--- config.mk ---
export PLATFORM = sky130hd
export DESIGN_NAME = uart_tx_fifo
export DESIGN_NICKNAME = d
export VERILOG_FILES = /design/src/rtl/uart_tx_fifo.sv
export SDC_FILE = /design/constraint.sdc
export NUM_CORES = 1
export LEC_CHECK = 0
export CAP_MARGIN = 10
export CORE_ASPECT_RATIO = 0.5
export CORE_MARGIN = 5
export CORE_UTILIZATION = 55
export CTS_BUF_LIST = sky130_fd_sc_hd__clkbuf_4
export CTS_CLUSTER_SIZE = 40
export DETAILED_ROUTE_END_ITERATION = 7
export PLACE_DENSITY_LB_ADDON = 0.15
export SYNTH_ARGS = -nofsm -noshare
export SYNTH_HDL_FRONTEND = slang
export SYNTH_SLANG_ARGS = --single-unit
--- constraint.sdc ---
create_clock -name clk -period 4.9 [get_ports clk]
set_clock_uncertainty 0.15 [all_clocks]
set_input_delay 0.98 -clock clk [delete_from_list [all_inputs] [get_ports clk]]
set_output_delay 0.98 -clock clk [all_outputs]
set_load 0.02 [all_outputs]
--- src/rtl/uart_tx_fifo.sv ---
// Buffered 8N1 UART transmitter: byte FIFO feeding a serialiser that sends LSB first.
// Define UART_TX_PARITY_EN to add an even-parity bit, giving an 8E1 frame.
module uart_tx_fifo #(
    parameter int unsigned CLKS_PER_BIT = 10417,
    parameter int unsigned FIFO_DEPTH   = 16
) (
    input  logic                          clk,
    input  logic                          rst_n,
    input  logic                          wr_en,
    input  logic [7:0]                    wr_data,
    output logic                          full,
    output logic                          overflow,
    output logic [$clog2(FIFO_DEPTH):0]   level,
    output logic                          busy,
    output logic                          txd
);

    localparam int unsigned AW = $clog2(FIFO_DEPTH);
    localparam int unsigned CW = $clog2(CLKS_PER_BIT);
    localparam logic [CW-1:0] BAUD_LAST = CW'(CLKS_PER_BIT - 1);
    localparam logic [AW:0]   LEVEL_MAX = (AW+1)'(FIFO_DEPTH);

    typedef enum logic [2:0] {
        S_IDLE,
        S_START,
        S_DATA,
`ifdef UART_TX_PARITY_EN
        S_PARITY,
`endif
        S_STOP
    } state_e;

    state_e        state_q, state_d;
    logic [CW-1:0] baud_q, baud_d;
    logic [2:0]    bit_q, bit_d;
    logic [7:0]    shift_q, shift_d;
    logic [AW-1:0] wr_ptr_q, wr_ptr_d;
    logic [AW-1:0] rd_ptr_q, rd_ptr_d;
    logic [AW:0]   level_q, level_d;
    logic          overflow_q, overflow_d;
    logic          busy_q, busy_d;
    logic          txd_q, txd_d;
`ifdef UART_TX_PARITY_EN
    logic          par_q, par_d;
`endif
    logic [7:0]    mem_q [FIFO_DEPTH];

    logic push, pop, baud_last;

    assign full     = (level_q == LEVEL_MAX);
    assign overflow = overflow_q;
    assign level    = level_q;
    assign busy     = busy_q;
    assign txd      = txd_q;

    always_comb begin
        state_d    = state_q;
        baud_d     = baud_q;
        bit_d      = bit_q;
        shift_d    = shift_q;
        wr_ptr_d   = wr_ptr_q;
        rd_ptr_d   = rd_ptr_q;
        level_d    = level_q;
`ifdef UART_TX_PARITY_EN
        par_d      = par_q;
`endif
        push       = wr_en && !full;
        pop        = 1'b0;
        overflow_d = wr_en && full;
        baud_last  = (baud_q == BAUD_LAST);

        // Counter advances in every non-idle state and restarts at each bit boundary.
        if (state_q != S_IDLE) begin
            baud_d = baud_last ? '0 : baud_q + 1'b1;
        end

        case (state_q)
            S_IDLE: begin
                if (level_q != '0) begin
                    pop     = 1'b1;
                    state_d = S_START;
                    baud_d  = '0;
                end
            end
            S_START: begin
                if (baud_last) begin
                    state_d = S_DATA;
                    bit_d   = '0;
                end
            end
            S_DATA: begin
                if (baud_last) begin
                    shift_d = shift_q >> 1;
                    bit_d   = bit_q + 3'd1;
                    if (bit_q == 3'd7) begin
`ifdef UART_TX_PARITY_EN
                        state_d = S_PARITY;
`else
                        state_d = S_STOP;
`endif
                    end
                end
            end
`ifdef UART_TX_PARITY_EN
            S_PARITY: begin
                if (baud_last) begin
                    state_d = S_STOP;
                end
            end
`endif
            S_STOP: begin
                if (baud_last) begin
                    if (level_q != '0) begin
                        pop     = 1'b1;
                        state_d = S_START;
                    end else begin
                        state_d = S_IDLE;
                    end
                end
            end
            default: state_d = S_IDLE;
        endcase

        if (pop) begin
            shift_d  = mem_q[rd_ptr_q];
            rd_ptr_d = rd_ptr_q + 1'b1;
`ifdef UART_TX_PARITY_EN
            par_d    = ^mem_q[rd_ptr_q];
`endif
        end
        if (push) begin
            wr_ptr_d = wr_ptr_q + 1'b1;
        end
        case ({push, pop})
            2'b10:   level_d = level_q + 1'b1;
            2'b01:   level_d = level_q - 1'b1;
            default: level_d = level_q;
        endcase

        busy_d = (state_d != S_IDLE) || (level_d != '0);

        // txd is derived from the next state so the output flop lines up with the state.
        case (state_d)
            S_START:  txd_d = 1'b0;
            S_DATA:   txd_d = shift_d[0];
`ifdef UART_TX_PARITY_EN
            S_PARITY: txd_d = par_d;
`endif
            default:  txd_d = 1'b1;
        endcase
    end

    always_ff @(posedge clk or negedge rst_n) begin
        if (!rst_n) begin
            state_q    <= S_IDLE;
            baud_q     <= '0;
            bit_q      <= '0;
            shift_q    <= '0;
            wr_ptr_q   <= '0;
            rd_ptr_q   <= '0;
            level_q    <= '0;
            overflow_q <= 1'b0;
            busy_q     <= 1'b0;
            txd_q      <= 1'b1;
`ifdef UART_TX_PARITY_EN
            par_q      <= 1'b0;
`endif
        end else begin
            state_q    <= state_d;
            baud_q     <= baud_d;
            bit_q      <= bit_d;
            shift_q    <= shift_d;
            wr_ptr_q   <= wr_ptr_d;
            rd_ptr_q   <= rd_ptr_d;
            level_q    <= level_d;
            overflow_q <= overflow_d;
            busy_q     <= busy_d;
            txd_q      <= txd_d;
`ifdef UART_TX_PARITY_EN
            par_q      <= par_d;
`endif
        end
    end

    always_ff @(posedge clk) begin
        if (push) begin
            mem_q[wr_ptr_q] <= wr_data;
        end
    end

endmodule
**Word level (Yosys, flattened, before mapping)**

Memories as Yosys holds them, arrays and structs flattened.
Cells that the tools add are included.
Widths: inputs -> output; s select.

- Flip-flop bits (word level): 44
- RAM bits: 128
- Input bits: 11
- Output and inout port bits: 9
- Logic and storage cells: 68
- Memories kept: 1

Memory list:

| memory | words | bits a word | read ports | clocked after Yosys merged registers in | wr ports | RTL line | RTL |
|---|---|---|---|---|---|---|---|
| mem_q | 16 | 8 | 1 | 0 | 1 | 46 | `logic [7:0] mem_q [FIFO_DEPTH];` |

- Add/sub/neg operators: 6
- Equality and inequality tests: 12
- Muxes and demuxes: 24
- Reduce and logical (&&, ||, !) cells: 14

Operators by type and width:

| cell | count |
|---|---|
| $mux 14 | 4 |
| $mux 8 | 3 |
| $mux 3 | 7 |
| $add 14x1->14 const B | 1 |
| $eq 14x14->1 const B | 1 |
| $pmux 3 s4 | 1 |
| $pmux 5 s2 | 1 |
| $reduce_bool 5->1 | 2 |
| $eq 3x2->1 const B | 3 |
| $add 4x1->4 const B | 2 |
| $eq 3x1->1 const B | 2 |
| $pmux 3 s2 | 1 |
| $reduce_bool 2->1 | 3 |
| $reduce_bool 3->1 | 2 |
| $add 5x1->5 const B | 1 |
| $eq 5x5->1 const B | 1 |
| $mux 1 | 5 |
| $sub 5x1->5 const B | 1 |
| $ne 2x2->1 const B | 2 |
| $pmux 1 s2 | 2 |
| $add 3x1->3 const B | 1 |
| $eq 3x3->1 const B | 1 |
| $logic_not 3->1 | 1 |
| $reduce_and 3->1 | 1 |
| 6 further kinds | 7 |

**Longest topological paths before layout**

- Depth in word-level cells: 8
- Mapped depth: 15
- Gate-level depth less buffers: 13

**Worst setup path after synthesis**

Ideal clock, no wire load.

- Kind: register -> register
- Start: reg baud_q[8]
- End: reg busy_q (netlist: busy)
- Setup time: 0.139 ns
- Arrival: 3.571 ns
- Required time: 4.611 ns
- Slack: 1.040 ns
- Cell stages (with the launch flop): 12
- Path buffers: 2
- Clock period less this slack: 3.860 ns
- Path through: dfrtp_1 > or3_1 > nor4_1 > o211ai_2 > inv_2 > clkbuf_1 > clkbuf_1 > ha_1 > or4b_2 > o2111a_1 > xnor2_1 > or4_1

- Word-level cells in the longest chain between the ends: 7
- Elaborated cells between the ends (all ways): 13
- Classes of those cells: 3 x eq/ne; 7 x mux; 3 x reduce/logical

RTL lines:

| item | RTL line | RTL |
|---|---|---|
| start: declaration | 34 | `logic [CW-1:0] baud_q, baud_d;` |
| start signal: assignment | 170 | `baud_q <= baud_d;` |
| $eq 14x14->1 (*) | 70 | `baud_last = (baud_q == BAUD_LAST);` |
| $mux 1 (*) | 112 | `if (baud_last) begin` |
| $pmux 1 s2 (*) | 77 | `case (state_q)` |
| $eq 2x1->1 / $eq 2x2->1 (equally long branches) | 134 | `case ({push, pop})` |
| $pmux 5 s2 (*) | 134 |  |
| net level_d[3] | 39 | `logic [AW:0] level_q, level_d;` |
| $reduce_bool 5->1 (*) | 140 | `busy_d = (state_d != S_IDLE) \|\| (level_d != '0);` |
| $logic_or 1x1->1 (*) | 140 |  |
| net busy_d | 41 | `logic busy_q, busy_d;` |
| end signal: assignment | 177 | `busy_q <= busy_d;` |
| end: declaration | 41 |  |

Mark *: on every way through the listed nets, which the timed path passes. The rest lies on a longest branch.
A chain may end at the register's enable or synchronous reset.

**Worst setup path in the final report**

- Start: reg baud_q[0]
- End: reg busy_q (netlist: busy)

The elaborated chain is that of the path after synthesis.

==> metrics.csv <==
stage,metric,value,unit
grt,grt_max_degree,45,
critical_path,path_max_fanout,24,
detailed_routing,wl_per_cell,20.9,µm
flow_run,cap_violations,0,
timing,timing.final.crit_share,0.815,
grt,grt_use_met2,0.274,
critical_path,cp.required,5.18,ns
synthesis,yosysUniqueCellTypes,55,
cells_and_area,antenna-diode-count,0,
floorplanning,core_area,12800,µm²
grt,busiest_layer,met2,
timing,hold_viol_final,0,
synthesis,syn_area,7270,µm²
cts,cts_setup_buffers,0,
cells_and_area,nFillCells,933,
timing,period_minus_slack,3.99,ns
timing,fmax,250,MHz
critical_path,worstRegToRegCells,11,
cells_and_area,stdcell_count,649,
critical_path,end_kind,register,
cts,clockBufferDepth,2,
critical_path,cp_data_arrival_time,4.28,ns
cts,postCtsHoldBufs,0,
grt,gr-total-overflow,0,
detailed_routing,via_per_inst,6.02,
worst_hold_path,min_to,bit_q[1],
synthesis,syn_area_per_cell,16.4,µm²
floorplanning,dieArea,15800,µm²
grt,met3_usage,0.0419,
synthesis,ys_warn_count,0,
critical_path,r2r_start,baud_q[0],
worst_hold_path,hold_depth,2,
detailed_routing,drcViolationCount,0,
timing,setup_viol,0,
cts,cts_tree,yes,
detailed_routing,dr_total_vias,3908,
worst_hold_path,hold_start,bit_q[1],
synthesis,synth_edf_count,128,
timing,drv_slew,0,
timing,tns,0,ns
grt,antenna_found_initial,0,
floorplanning,die_x,173,µm
floorplanning,start_util,0.568,
detailed_routing,drtIter0Drc,513,
placement,gp_congestion,0.806,
cts,cts_max_level,4,
placement,placed_area,7640,µm²
grt,grt_usage,0.180,
cells_and_area,seq_area,4950,µm²
cts,post_cts_resized,0,
synthesis,seq_area_frac_synth,0.680,
status,status,"complete, no violations",
placement,dp_hpwl,9.21,mm
synthesis,syn_inst,442,
critical_path,cp-start-kind,register,
cells_and_area,finalInstanceArea,7990,µm²
cells_and_area,multi_input_area,2200,µm²
detailed_routing,routed_wl,13.6,mm
grt,grt_pass1_wl,21.9,mm
synthesis,synth_nets,464,
cts,clockRootBuffer,clkbuf_4,
timing,worst_slew_pin_slew,1.05,ns
synthesis,synth_flop_cell,edfxtp_1,
timing,slew-limit-headroom,0.297,
synthesis,async_reset_ff_frac,0.256,
placement,numPortBuffers,19,
grt,met1_usage,0.263,
pwr,leakagePower,2.78,nW
placement,dp_cells,617,
timing,rsz0062_at_grt,no,
cells_and_area,area_delta_synth_final,9.84,%
critical_path,critical_path_class,reg2reg,
pwr,clkPwrFrac,0.223,
grt,grt_pass1_vias,3984,
detailed_routing,ant_nets,0,
cts,cts_made_buffers,17,
critical_path,r2r_end,busy,
pwr,swShare,0.335,
pwr,pwr-share-seq,0.496,
pwr,p_int,0.00272,W
pwr,p_per_area,513,nW/µm²
cts,cts_num_sinks,172,
critical_path,rrSetupSlack,0.91,ns
floorplanning,die_h,91.3,µm
floorplanning,io_pins,20,
cells_and_area,final_util,0.624,
synthesis,synth.ff_latch_count,172,
worst_hold_path,min_path_type,reg2reg,
cts,clk_pin_slew,0.16,ns
cells_and_area,drive_gt1_frac,0.207,
cells_and_area,fin_nets,488,
cts,insertion_delay,0.55,ns
pwr,pwr-share-comb,0.281,
detailed_routing,drt_first_pass_iters,6,
pwr,p_sw,0.00137,W
pwr,max-vdd-ir-drop,0.000225,V
floorplanning,num_rows,29,
[critical path, cell delays in order (launching register included)]
cell and delay (ns):
dfrtp_1 0.45, inv_1 0.09, ha_1 0.17, nand4b_1 0.11
nor4_1 0.35, o211ai_2 0.21, inv_2 0.32, ha_1 0.43
or4b_2 0.72, o2111a_1 0.17, xnor2_1 0.16, or4_1 0.54
[layout by cell type (no fill, tap or decap), types with 3 or more instances in the layout]
cell type	n
edfxtp_1	128
dfrtp_1	42
mux4_2	40
nand2_1	34
nor2_1	29
clkdlybuf4s50_1	18
clkbuf_4	17
o21ai_0	14
ha_1	11
inv_1	10
xor2_1	10
xnor2_1	10
mux2i_1	9
a21oi_1	8
nand4_1	7
nor3_1	7
nand3_1	6
buf_4	6
clkinv_8	5
or3_1	4
nor4_1	4
inv_8	4
nand2b_1	3
inv_6	3
[power by group through the flow]
stage               sequential [W]  combinational, W  clock [W]
CTS                        0.00203           0.00116   0.000934
floorplan                  0.00191          0.000933          0
finish                     0.00203           0.00115   0.000915
global route               0.00207           0.00124   0.000996
detailed placement         0.00206           0.00115          0
global placement           0.00204           0.00111          0
[routing by layer]
metal  routed length (µm)  up-vias
li1                     -     1763
met1                 6310     2007
met2                 6310      123
met3                  818       15
met4                  137        0
met5                    0        -
[kinds of logic (layout without fill, tap and decap cells)]
logic type / Yosys count / count (layout) / share of synthesized area
flip-flops: 172 / 172 / 0.680
XOR/XNOR: 20 / 20 / 0.0241
adder cells (fa/ha/maj): 11 / 11 / 0.0189
other: 1 / 1 / 0.000516
AO/OA/AOI/OAI: 38 / 38 / 0.0341
buffers and inverters: 32 / 69 / 0.0169
multiplexers: 51 / 51 / 0.139
AND/OR/NAND/NOR: 117 / 117 / 0.0859
[sequential cells by signal, summed over array words and instances (netlist names)]
name / count
mem_q: 128
shift_q: 8
busy: 1
txd: 1
wr_ptr_q: 4
rd_ptr_q: 4
level: 5
bit_q: 3
state_q: 3
baud_q: 14
overflow: 1
[synth_stat cells (2+ instances only)]
cell type / number / share of area
xnor2_1: 10 / 0.012
nand2b_1: 3 / 0.0026
o31ai_1: 2 / 0.0021
inv_2: 2 / 0.0010
a211oi_1: 2 / 0.0021
inv_1: 10 / 0.0052
nand4_1: 7 / 0.0060
or3_1: 4 / 0.0034
nor3b_1: 2 / 0.0021
or4b_2: 2 / 0.0028
buf_1: 7 / 0.0036
edfxtp_1: 128 / 0.53
nand4b_1: 2 / 0.0024
mux2i_1: 9 / 0.012
and3_1: 2 / 0.0017
nor3_1: 7 / 0.0048
ha_1: 11 / 0.019
nand3b_1: 2 / 0.0021
buf_2: 2 / 0.0014
mux4_2: 40 / 0.12
clkbuf_1: 11 / 0.0057
nand3_1: 6 / 0.0041
a22oi_1: 2 / 0.0021
xor2_1: 10 / 0.012
mux2_2: 2 / 0.0031
nor4_1: 4 / 0.0034
dfrtp_1: 43 / 0.15
or4_1: 2 / 0.0021
nor2_1: 29 / 0.015
a21oi_1: 8 / 0.0055
o21ai_0: 14 / 0.0096
nand2_1: 34 / 0.018
[area by class of cell]
cell class,instances,share of cell area
sequential,172,0.619
multi-input combinational,238,0.276
timing repair buffer,25,0.0288
clock inverter,15,0.0277
tap,170,0.0266
clock buffer,17,0.0160
inverter,12,0.00564
[per-stage QoR]
step / setup slack, ns / power, W / hold slack, ns
3_5_place_dp: 0.515 / 0.00322 / 0.386
6_report: 0.906 / 0.00409 / 0.406
3_3_place_gp: 0.698 / 0.00315 / 0.337
4_1_cts: 0.916 / 0.00412 / 0.401
5_1_grt: 0.653 / 0.00431 / 0.443
2_1_floorplan: 1.04 / 0.00284 / 0.323
[worst max path at each step]
stage | depth (start not counted) | slack, ns | start | endpoint
2_1_floorplan | 11 | 1.04 | baud_q[8] | busy
3_3_place_gp | 8 | 0.70 | wr_en | busy
3_5_place_dp | 8 | 0.51 | wr_en | busy
4_1_cts | 11 | 0.92 | baud_q[0] | busy
5_1_grt | 11 | 0.65 | baud_q[0] | busy
6_report | 11 | 0.91 | baud_q[0] | busy
Power figures use the tool's default switching activity.
